==> src/rtl/lmdpl_pkg.sv <==
// Shared types for the LMDPL dual-rail receive decoder: FSM states, debug fault codes, default width.
package lmdpl_pkg;

    localparam int LMDPL_WIDTH_DEF = 8;

    typedef enum logic [1:0] {
        IDLE,
        PRE,
        EVAL,
        HOLD
    } lmdpl_state_e;

    typedef enum logic [1:0] {
        NONE,
        PRE_FAULT,
        DOUBLE_HIGH,
        TIMEOUT
    } lmdpl_fault_e;

    function automatic int max_int(input int a, input int b);
        return (a > b) ? a : b;
    endfunction

endpackage

==> src/rtl/lmdpl_rail_check.sv <==
// Combinational rail-state summary for WIDTH dual-rail pairs: precharged, fully resolved, or double-high.
module lmdpl_rail_check #(
    parameter int WIDTH = 8
) (
    input  logic [WIDTH-1:0] dr_t,
    input  logic [WIDTH-1:0] dr_f,
    output logic             all_zero,
    output logic             all_complete,
    output logic             any_double
);

    assign all_zero     = ~|(dr_t | dr_f);
    assign all_complete = &(dr_t ^ dr_f);
    assign any_double   = |(dr_t & dr_f);

endmodule

==> src/rtl/lmdpl_dr_decoder.sv <==
// LMDPL receive end: sequences precharge/evaluate, collapses settled rails to single-rail data on a
// valid/ready port and flags rail faults. Define LMDPL_DEC_REMASK_EN to XOR an m_in mask into the capture.
//
// state | meaning
// IDLE  | network precharged, waiting for start
// PRE   | precharge held for PRE_CYCLES, rails must read all-zero on the last cycle
// EVAL  | evaluate, wait for every pair to resolve or EVAL_MAX cycles to pass
// HOLD  | decoded word offered downstream, network already re-precharging
module lmdpl_dr_decoder
    import lmdpl_pkg::*;
#(
    parameter int WIDTH      = LMDPL_WIDTH_DEF,
    parameter int PRE_CYCLES = 1,
    parameter int EVAL_MAX   = 4
) (
    input  logic             C,
    input  logic             R,
    input  logic             start,
    output logic             pre,
    input  logic [WIDTH-1:0] dr_t,
    input  logic [WIDTH-1:0] dr_f,
`ifdef LMDPL_DEC_REMASK_EN
    input  logic [WIDTH-1:0] m_in,
`endif
    output logic [WIDTH-1:0] out_data,
    output logic             out_valid,
    input  logic             out_ready,
    output logic             busy,
    output logic             err
);

    localparam int CNT_W = $clog2(max_int(PRE_CYCLES, EVAL_MAX)) + 1;
    localparam logic [CNT_W-1:0] PRE_LOAD  = CNT_W'(PRE_CYCLES - 1);
    localparam logic [CNT_W-1:0] EVAL_LOAD = CNT_W'(EVAL_MAX - 1);

    lmdpl_state_e     state;
    logic [CNT_W-1:0] cnt;
    logic             cnt_zero;
    logic             all_zero;
    logic             all_complete;
    logic             any_double;
    logic             eval_done;
    lmdpl_fault_e     fault;
    logic [WIDTH-1:0] cap_data;

    lmdpl_rail_check #(
        .WIDTH(WIDTH)
    ) u_rail_check (
        .dr_t        (dr_t),
        .dr_f        (dr_f),
        .all_zero    (all_zero),
        .all_complete(all_complete),
        .any_double  (any_double)
    );

`ifdef LMDPL_DEC_REMASK_EN
    assign cap_data = dr_t ^ m_in;
`else
    assign cap_data = dr_t;
`endif

    assign cnt_zero  = (cnt == '0);
    assign eval_done = any_double | all_complete | cnt_zero;

    // Double-high wins over timeout when both occur on the final evaluate cycle.
    always_comb begin
        fault = NONE;
        case (state)
            PRE: begin
                if (cnt_zero && !all_zero) fault = PRE_FAULT;
            end
            EVAL: begin
                if (any_double)                    fault = DOUBLE_HIGH;
                else if (!all_complete && cnt_zero) fault = TIMEOUT;
            end
            default: fault = NONE;
        endcase
    end

    always_ff @(posedge C or negedge R) begin
        if (!R) begin
            state     <= IDLE;
            cnt       <= '0;
            pre       <= 1'b1;
            out_data  <= '0;
            out_valid <= 1'b0;
            busy      <= 1'b0;
            err       <= 1'b0;
        end else begin
            if (fault != NONE) err <= 1'b1;
            case (state)
                IDLE: begin
                    if (start) begin
                        state <= PRE;
                        cnt   <= PRE_LOAD;
                        busy  <= 1'b1;
                        err   <= 1'b0;
                    end
                end
                PRE: begin
                    if (cnt_zero) begin
                        state <= EVAL;
                        cnt   <= EVAL_LOAD;
                        pre   <= 1'b0;
                    end else begin
                        cnt <= cnt - CNT_W'(1);
                    end
                end
                EVAL: begin
                    if (eval_done) begin
                        state     <= HOLD;
                        cnt       <= '0;
                        out_data  <= cap_data;
                        out_valid <= 1'b1;
                        pre       <= 1'b1;
                    end else begin
                        cnt <= cnt - CNT_W'(1);
                    end
                end
                HOLD: begin
                    if (out_ready) begin
                        state     <= IDLE;
                        out_valid <= 1'b0;
                        busy      <= 1'b0;
                    end
                end
                default: begin
                    state     <= IDLE;
                    pre       <= 1'b1;
                    out_valid <= 1'b0;
                    busy      <= 1'b0;
                end
            endcase
        end
    end

endmodule
==> config.mk <==
export PLATFORM = sky130hd
export DESIGN_NAME = lmdpl_dr_decoder
export DESIGN_NICKNAME = d
export VERILOG_FILES = /design/src/rtl/lmdpl_pkg.sv /design/src/rtl/lmdpl_rail_check.sv /design/src/rtl/lmdpl_dr_decoder.sv
export SDC_FILE = /design/constraint.sdc
export NUM_CORES = 1
export LEC_CHECK = 0
export BUFFER_PORTS_ARGS = -buffer_cell sky130_fd_sc_hd__buf_2
export CORE_UTILIZATION = 29
export DETAILED_ROUTE_END_ITERATION = 8
export HOLD_SLACK_MARGIN = 0.15
export PLACE_DENSITY_LB_ADDON = 0.3
export SLEW_MARGIN = 0
export SYNTH_ARGS = -nofsm -noshare
export SYNTH_HDL_FRONTEND = slang
export SYNTH_SLANG_ARGS = --single-unit
==> constraint.sdc <==
create_clock -name C -period 4.4 [get_ports C]
set_input_delay 0.44 -clock C [delete_from_list [all_inputs] [get_ports C]]
set_output_delay 0.44 -clock C [all_outputs]
set_load 0.05 [all_outputs]
# After elaboration in Yosys (flattened, before gate mapping)
# Cells that the tools add are included.
# word_totals
register_bits	17
input_bits	20
output_inout_bits	12
word_cells	62
# op_classes
add_sub_neg	1
n_eq_ne	7
n_mux	23
n_bitwise	5
n_reduce_logical	19
# ops
cell	n
OR reduction 8 bit	2
2-to-1 mux 2 bit	6
2-to-1 mux 3 bit	3
case mux 3 bit (3 select lines)	1
AND reduction 3 bit	3
bitwise AND 8 bit	1
2-to-1 mux 1 bit	8
!= test 2 bit (second input constant)	4
bitwise OR 8 bit	1
case mux 2 bit (4 select lines)	1
AND reduction 8 bit	1
nonzero test 2 bit	4
XOR 8 bit	1
case mux 1 bit (2 select lines)	3
equality test 2 bit (second input constant)	2
case mux 2 bit (2 select lines)	1
AND reduction 2 bit	2
AND reduction 4 bit	1
logical NOT 3 bit	1
nonzero test 3 bit	1
subtractor 3 x 1 -> 3 bit (second input constant)	1
equality test 2 x 1 -> 1 bit (second input constant)	1
logical AND 1 bit	2
logical NOT 2 bit	1
other kinds (2)	3

# Logic depth before layout (Yosys ltp)
# Gate-level depths: netlist of the first run.
# logic_depth
word_depth	11
ltp_mapped	7
mapped_depth_nobuf	7

# Modules after synthesis
# Synthesis of the first run repeated with hierarchy kept, for this count alone.
# unflattened
hier_cells	120
area_unflattened_um2	1203.7
# by_module_without_submodules
mod	instances	cells_each	area_per_inst_um2	seq_area_each_um2
lmdpl_dr_decoder	1	79	894.6	426.7
lmdpl_rail_check	1	41	309.0	0.0

# Worst setup path after synthesis of the first run
# Ideal clock, no wire load.
# synth_timing
path_kind	input to register
startpoint	input dr_t[7]
endpoint	register out_data[0]
setup_ns	0.125
arrival_time_ns	1.792
t_required_ns	4.275
slack_ns	2.483
cell_stages	5
path_buffers	0
cell_sequence	ha_1 -> nor4_4 -> o211ai_4 -> o21ai_4 -> mux2_4
# synth_between
elab_chain_len	5
elab_cells_between_ends	7
cone_classes	bitwise (4); reduce/logical (3)
# synth_rtl
item	line	text
start: declaration	lmdpl_dr_decoder.sv:20	input logic [WIDTH-1:0] dr_t,
bitwise AND 8 bit or XOR 8 bit (tied branches)	lmdpl_rail_check.sv:14, lmdpl_rail_check.sv:13	
OR reduction 8 bit or AND reduction 8 bit (tied branches)	lmdpl_rail_check.sv:14, lmdpl_rail_check.sv:13	
bitwise OR 1 bit (*) (2 in series)	lmdpl_dr_decoder.sv:63	assign eval_done = any_double | all_complete | cnt_zero;
AND reduction 2 bit (no source line) (*)	--	
end signal: assignment	lmdpl_dr_decoder.sv:113	out_data <= cap_data;
end: declaration	lmdpl_dr_decoder.sv:25	output logic [WIDTH-1:0] out_data,
# Every way passes the cells marked *; elsewhere a longest branch is shown, timed or not.
# A chain may end at the register's enable or synchronous reset.

# Final worst setup path of the first run
# layout_timing
startpoint	register cnt[0]
endpoint	register state[1]
# layout_between
elab_chain_len	4
elab_cells_between_ends	5
cone_classes	eq/ne (2); bitwise (1); reduce/logical (2)
# layout_rtl
item	line	text
start: declaration	lmdpl_dr_decoder.sv:37	logic [CNT_W-1:0] cnt;
start signal: assignment	lmdpl_dr_decoder.sv:106	cnt <= cnt - CNT_W'(1);
start signal: assignment	lmdpl_dr_decoder.sv:117	cnt <= cnt - CNT_W'(1);
logical NOT 3 bit (*)	lmdpl_dr_decoder.sv:62	assign cnt_zero = (cnt == '0);
bitwise OR 1 bit	lmdpl_dr_decoder.sv:63	
!= test 2 bit (no source line)	--	
AND reduction 4 bit (no source line) (*)	--	
end signal: assignment	lmdpl_dr_decoder.sv:82	state <= IDLE;
end signal: assignment	lmdpl_dr_decoder.sv:94	state <= PRE;
end signal: assignment	lmdpl_dr_decoder.sv:102	state <= EVAL;
end: declaration	lmdpl_dr_decoder.sv:36	lmdpl_state_e state;
# Marks and branches as above.

==> impl_metrics.toml, run 1 <==
[setup_path]
crit_cells = 7
cp_max_fo = 6
worst-path-buf-inv = 2
r2r_cells = 7
crit_path_end_kind = "flop"
crit_end = "state[1]"
timing.rr.start = "cnt[0]"
critPathLaunch = "cnt[0]"
regToRegEndpoint = "state[1]"
path_cells = "inv_1 -> ha_1 -> ha_1 -> inv_1 -> o2111a_1 -> a21oi_1 -> mux2_1"
worst_setup_path_start_kind = "flop"
arrival_ps = 2160
crit_slowest_cell = "dfrtp_1"
r2r_setup_slack_ps = 2380
path_delay_family = "adder cells"
slowest_delay_ps = 400
worst-setup-path-type = "reg2reg"
critPathRequiredTime_ps = 4540

[die]
rows = 23
die_w_um = 68.34
dieArea_sq_um = 4670
initial_core_util_pct = 31.01
fp.dieH_um = 68.34
io_pins = 32
coreArea_sq_um = 4115

[layout]
layout.nets = 201
syn_to_final_growth_pct = 21.37
drive_above_1_share_pct = 30.13
fillCellCount = 413
antennaDiodeCount = 0

[global_route]
antenna_found_initial = 0
grt_max_degree = 18
grt_pass1_vias = 990
grt_overflow = 0
grt_first_pass_wirelength_mm = 4.340
grt_usage_pct = 12.50

[worst_hold_path]
hold_class = "in2reg"
worstHoldStart = "dr_t[0]"

[detailed_routing]
ant_nets = 0
routedWlPerCell_um = 12.82
post-route-drc-count = 0
via_count = 973
viasPerCell = 4.723
drt_iter0_drc = 20
first_pass_iters = 4
routed_wl_mm = 2.641

[job]
max_cap_viol_count = 0

[yosys]
synth_area_per_cell_sq_um = 10.64
synth_nets = 164
ys_warn_count = 0
async_reset_ff_share_pct = 100.0
ys_ff_latch = 17
synthFlopType = "dfrtp_1"
synth_cell_type_count = 28
yosysTopAreaCell = "dfrtp_1"
synth_edf_count = 0
syn_area_sq_um = 1276
ys_seq_area_share_pct = 33.43
synthTopCellsByArea = "dfrtp_1, ha_1, mux2_4"
synth.top_cell.area_share_pct = 31.37
synthCells = 120

[placed_design]
gp_congestion = 0.7779
dp_hpwl_mm = 2.214
io_buffers = 31

[clock_tree]
cts_buffers = 3
cts.sinks = 17
htreeDepth = 1
clock_path_buffers = 2
clock_latency_ps = 260
cts.clk_slew.worst_paths_ps = 70
cts_root_buffer = "clkbuf_8"
cts_resized = 0
cts_tree = "built"

[pwr]
leakage_uw = 0.0008272
p_per_area_nw_per_um2 = 684.7
report.power.total_uw = 1061
peakVddDrop_uv = 340.5

[outcome]
status = "completed"

[timing]
clock_skew_ps = 5.413
fmax_mhz = 495.7
slew_headroom_pct = 72.34
grt_setup_unrepaired = "false"
setup_viol = 0
finalHoldViolCount = 0
fin_tns_setup_ps = 0
worst_slew_pin_slew_ps = 413.4
final.min_clock_period_ps = 2017
slew_viol_final = 0
fin_crit_sh_pct = 45.85
metrics by stage:
step	util, %	hold slack (ps)	instances	setup slack [ps]	cell area (sq um)
finish	37.64	446.3	206	2383	1549
CTS	37.64	442.6	206	2396	1549
global route	37.64	457.9	206	2253	1549
floorplan	-	144.4	120	2483	1276
detailed placement	36.30	394.9	201	2188	1494
global placement	36.30	382.1	201	2237	1494
what timing repair did:
item | CTS | global route
setup buffers | 0 | 0
hold buffers | 1 | 0
endpoints found under the hold margin | 16 | 0
cells in the mapped netlist (all sizes together) (2+ instances only):
cell and instances:
nand2 5, nand4 4, nand2b 2, inv 26, o21ai 7, nor4 2, mux2 9, nor2 3
a22o 2, dfrtp 16, a31oi 2, ha 24, a21oi 5
flip-flops by register name (all words and copies together) (netlist names):
register	flops
busy	1
cnt	3
err	1
out_data	8
out_valid	1
pre	1
state	2
worst min path at each step:
stage | to | slack [ps] | depth (start not counted)
floorplan | busy | 140 | 0
global placement | busy | 380 | 1
detailed placement | busy | 390 | 1
CTS | out_data[0] | 440 | 2
global route | out_data[0] | 460 | 2
finish | out_data[0] | 450 | 2
worst register-to-register path, cell delays in order (launching register included):
cell	delay, ps
dfrtp_1	400
inv_1	60
ha_1	160
ha_1	320
inv_1	160
o2111a_1	210
a21oi_1	240
mux2_1	340
power breakdown:
group | leakage (uW) | internal (uW) | switching, uW
combinational | 0.000603 | 239 | 416
sequential | 0.000201 | 236 | 50.5
clock | 0.0000228 | 64.4 | 55.1
area by class of cell:
cell class	count	area, sq um	share of cell area, %
well taps	50	62.56	4.039
repair buffers	32	165.2	10.66
multi-input cells	77	752.0	48.55
inverters	26	97.59	6.300
clock buffers	4	45.04	2.908
flip-flops and latches	17	426.7	27.54
layer usage:
layer  GRT usage, %  vias to the layer above  routed length [um]  part of all wire [%]
met5              0                        -                   0                     0
met4          4.688                        0                  35                   1.3
met3          1.667                        3                 114                   4.3
met2          21.45                       27                1245                    47
met1          15.74                      461                1246                    47
li1               -                      482                   -                     -
cell usage in the layout (no fill, tap or decap), types with 2 or more instances in the layout:
master,synthesis,final
clkbuf_8,0,3
a31oi_1,2,2
nor4_4,2,2
mux2_4,8,8
a22o_1,2,2
a21oi_1,5,5
dfrtp_1,16,16
nor2_1,3,3
inv_1,26,26
nand2_1,5,5
o21ai_0,6,6
ha_1,24,24
nand2b_1,2,2
nand4_1,4,4
buf_2,0,31
cells by family (layout without fill, tap and decap cells):
| group | Yosys count | in the layout | synth area share (%) |
|---|---|---|---|
| buffers and inverters | 26 | 62 | 7.647 |
| and+or+nand+nor | 19 | 19 | 9.901 |
| adders and majority gates | 24 | 24 | 23.53 |
| AOI/OAI and AO/OA | 24 | 24 | 14.41 |
| muxes | 10 | 10 | 11.08 |
| DFF | 17 | 17 | 33.43 |
No activity file was read; power rests on OpenSTA's default activity.
==> run 2, diff against run 1 <==
clock period = 2.1 ns   (was 4.4 ns; I/O delays follow)
==> run 2 against run 1 <==
  * Via count up 1.0%
  * Core utilization is 0.18 points higher
  * Final cell count grew 0.49%
  * Non-clock buffer count up 1
  * Die area did not move
  * Sequential share of layout area is 0.13 points lower
  * Critical path depth unchanged
  * Largest cell class unchanged
==> impl_metrics.toml, run 2 (synthesis gave the netlist of run 1 again) <==
[outcome]
status = "completed"

[global_route]
grt_max_degree = 18
grt_overflow = 0
grt_usage_pct = 12.97
grt_pass1_vias = 1008
grt_first_pass_wirelength_mm = 4.498
antenna_found_initial = 0

[pwr]
peakVddDrop_uv = 726.0
leakage_uw = 0.0008320
p_per_area_nw_per_um2 = 1446

[clock_tree]
htreeDepth = 1
cts.sinks = 17
clock_path_buffers = 2
cts.clk_slew.worst_paths_ps = 70
cts_root_buffer = "clkbuf_8"
clock_latency_ps = 250
cts_buffers = 3
cts_tree = "built"

[detailed_routing]
routed_wl_mm = 2.690
via_count = 983
ant_nets = 0
viasPerCell = 4.749
drt_iter0_drc = 42
routedWlPerCell_um = 13.00
post-route-drc-count = 0
first_pass_iters = 4

[timing]
hold_ws_ps = 223.3
final.min_clock_period_ps = 1935
clock_skew_ps = 6.203
finalHoldViolCount = 0
setup_viol = 0
fin_tns_setup_ps = 0
slew_viol_final = 0
fmax_mhz = 516.7
worst_slew_pin_slew_ps = 415.0
grt_setup_unrepaired = "false"
fin_crit_sh_pct = 92.16
slew_headroom_pct = 72.23

[die]
coreArea_sq_um = 4115
dieArea_sq_um = 4670
die_w_um = 68.34
initial_core_util_pct = 31.01
rows = 23
fp.dieH_um = 68.34
io_pins = 32

[layout]
antennaDiodeCount = 0
top_register = "out_data"
largest_reg_flops = 8
layout_commonest_cell = "buf_2"
top_regs = "out_data (8), cnt (3), state (2)"
post-route-cell-area_sq_um = 1556
layout_common_cells = "buf_2, inv_1, ha_1, dfrtp_1, mux2_4"
finalCoreUtilization_pct = 37.82
layout.nets = 202
syn_to_final_growth_pct = 21.96
drive_above_1_share_pct = 30.57

[setup_path]
slowest_delay_ps = 400
path_cells = "inv_1 -> ha_1 -> ha_1 -> inv_1 -> o2111a_1 -> a21oi_1 -> mux2_1"
worst-setup-path-type = "reg2reg"
cp_max_fo = 5
arrival_ps = 2070
crit_slowest_cell = "dfrtp_1"
crit_path_end_kind = "flop"
critPathRequiredTime_ps = 2230
worst-path-buf-inv = 2
path_delay_family = "adder cells"
worst_setup_path_start_kind = "flop"

[placed_design]
dp_hpwl_mm = 2.290
gp_congestion = 0.7821
postPlaceCellArea_sq_um = 1501
io_buffers = 31

[worst_hold_path]
hold_class = "in2reg"

[job]
max_cap_viol_count = 0
run 2: changes by cell type in the layout (fill, tap and decap cells not counted):
| cell | change |
|---|---|
| buf_4 | +1 |
run 2: path summary, 6_finish.rpt:
| kind | slack (ps) | start | cells past startpoint | to |
|---|---|---|---|---|
| max | 160 | cnt[0] | 7 | state[1] |
| min | 220 | dr_t[1] | 2 | out_data[1] |
| max reg2reg | 160 | cnt[0] | 7 | state[1] |
| min reg2reg | 510 | out_data[0] | 1 | out_data[0] |
| max in group asynchronous | 1370 | R | 2 | pre |
| min in group asynchronous | 410 | R | 2 | cnt[2] |
run 2: per-stage QoR:
| step | power [uW] | cells | setup WS [ps] |
|---|---|---|---|
| 2_1_floorplan | 1677 | 120 | 353.2 |
| 3_3_place_gp | 1976 | 202 | 164.5 |
| 3_5_place_dp | 2016 | 202 | 108.0 |
| 4_1_cts | 2273 | 207 | 153.1 |
| 5_1_grt | 2411 | 207 | 28.60 |
| 6_report | 2250 | 207 | 164.7 |
run 2: cell type report:
class / instances / area [sq um]
Timing Repair Buffer: 33 / 172.7
Multi-Input combinational cell: 77 / 752.0
Sequential cell: 17 / 426.7
Tap cell: 50 / 62.56
Inverter: 26 / 97.59
Fill cell: 408 / 2559
Clock buffer: 4 / 45.04
run 2: report_power, final:
group / total [uW] / switching, uW / internal (uW)
Clock: 255 / 120 / 135
Combinational: 1400 / 882 / 515
Sequential: 599 / 105 / 493
Total: 2250 / 1110 / 1140
run 2: metal layers:
layer  up-vias  GRT usage, %  share of wire (%)
met5         -             0                  0
met4         0         2.344                  0
li1        485             -                  -
met1       472         16.58                 47
met2        26         22.55                 48
met3         0         2.500                5.0
run 2: timing repair:
item,CTS,global route
hold buffers,1,0
setup buffers,0,0
gates resized for setup,0,0
setup endpoints to repair,0,0
endpoints found under the hold margin,16,0
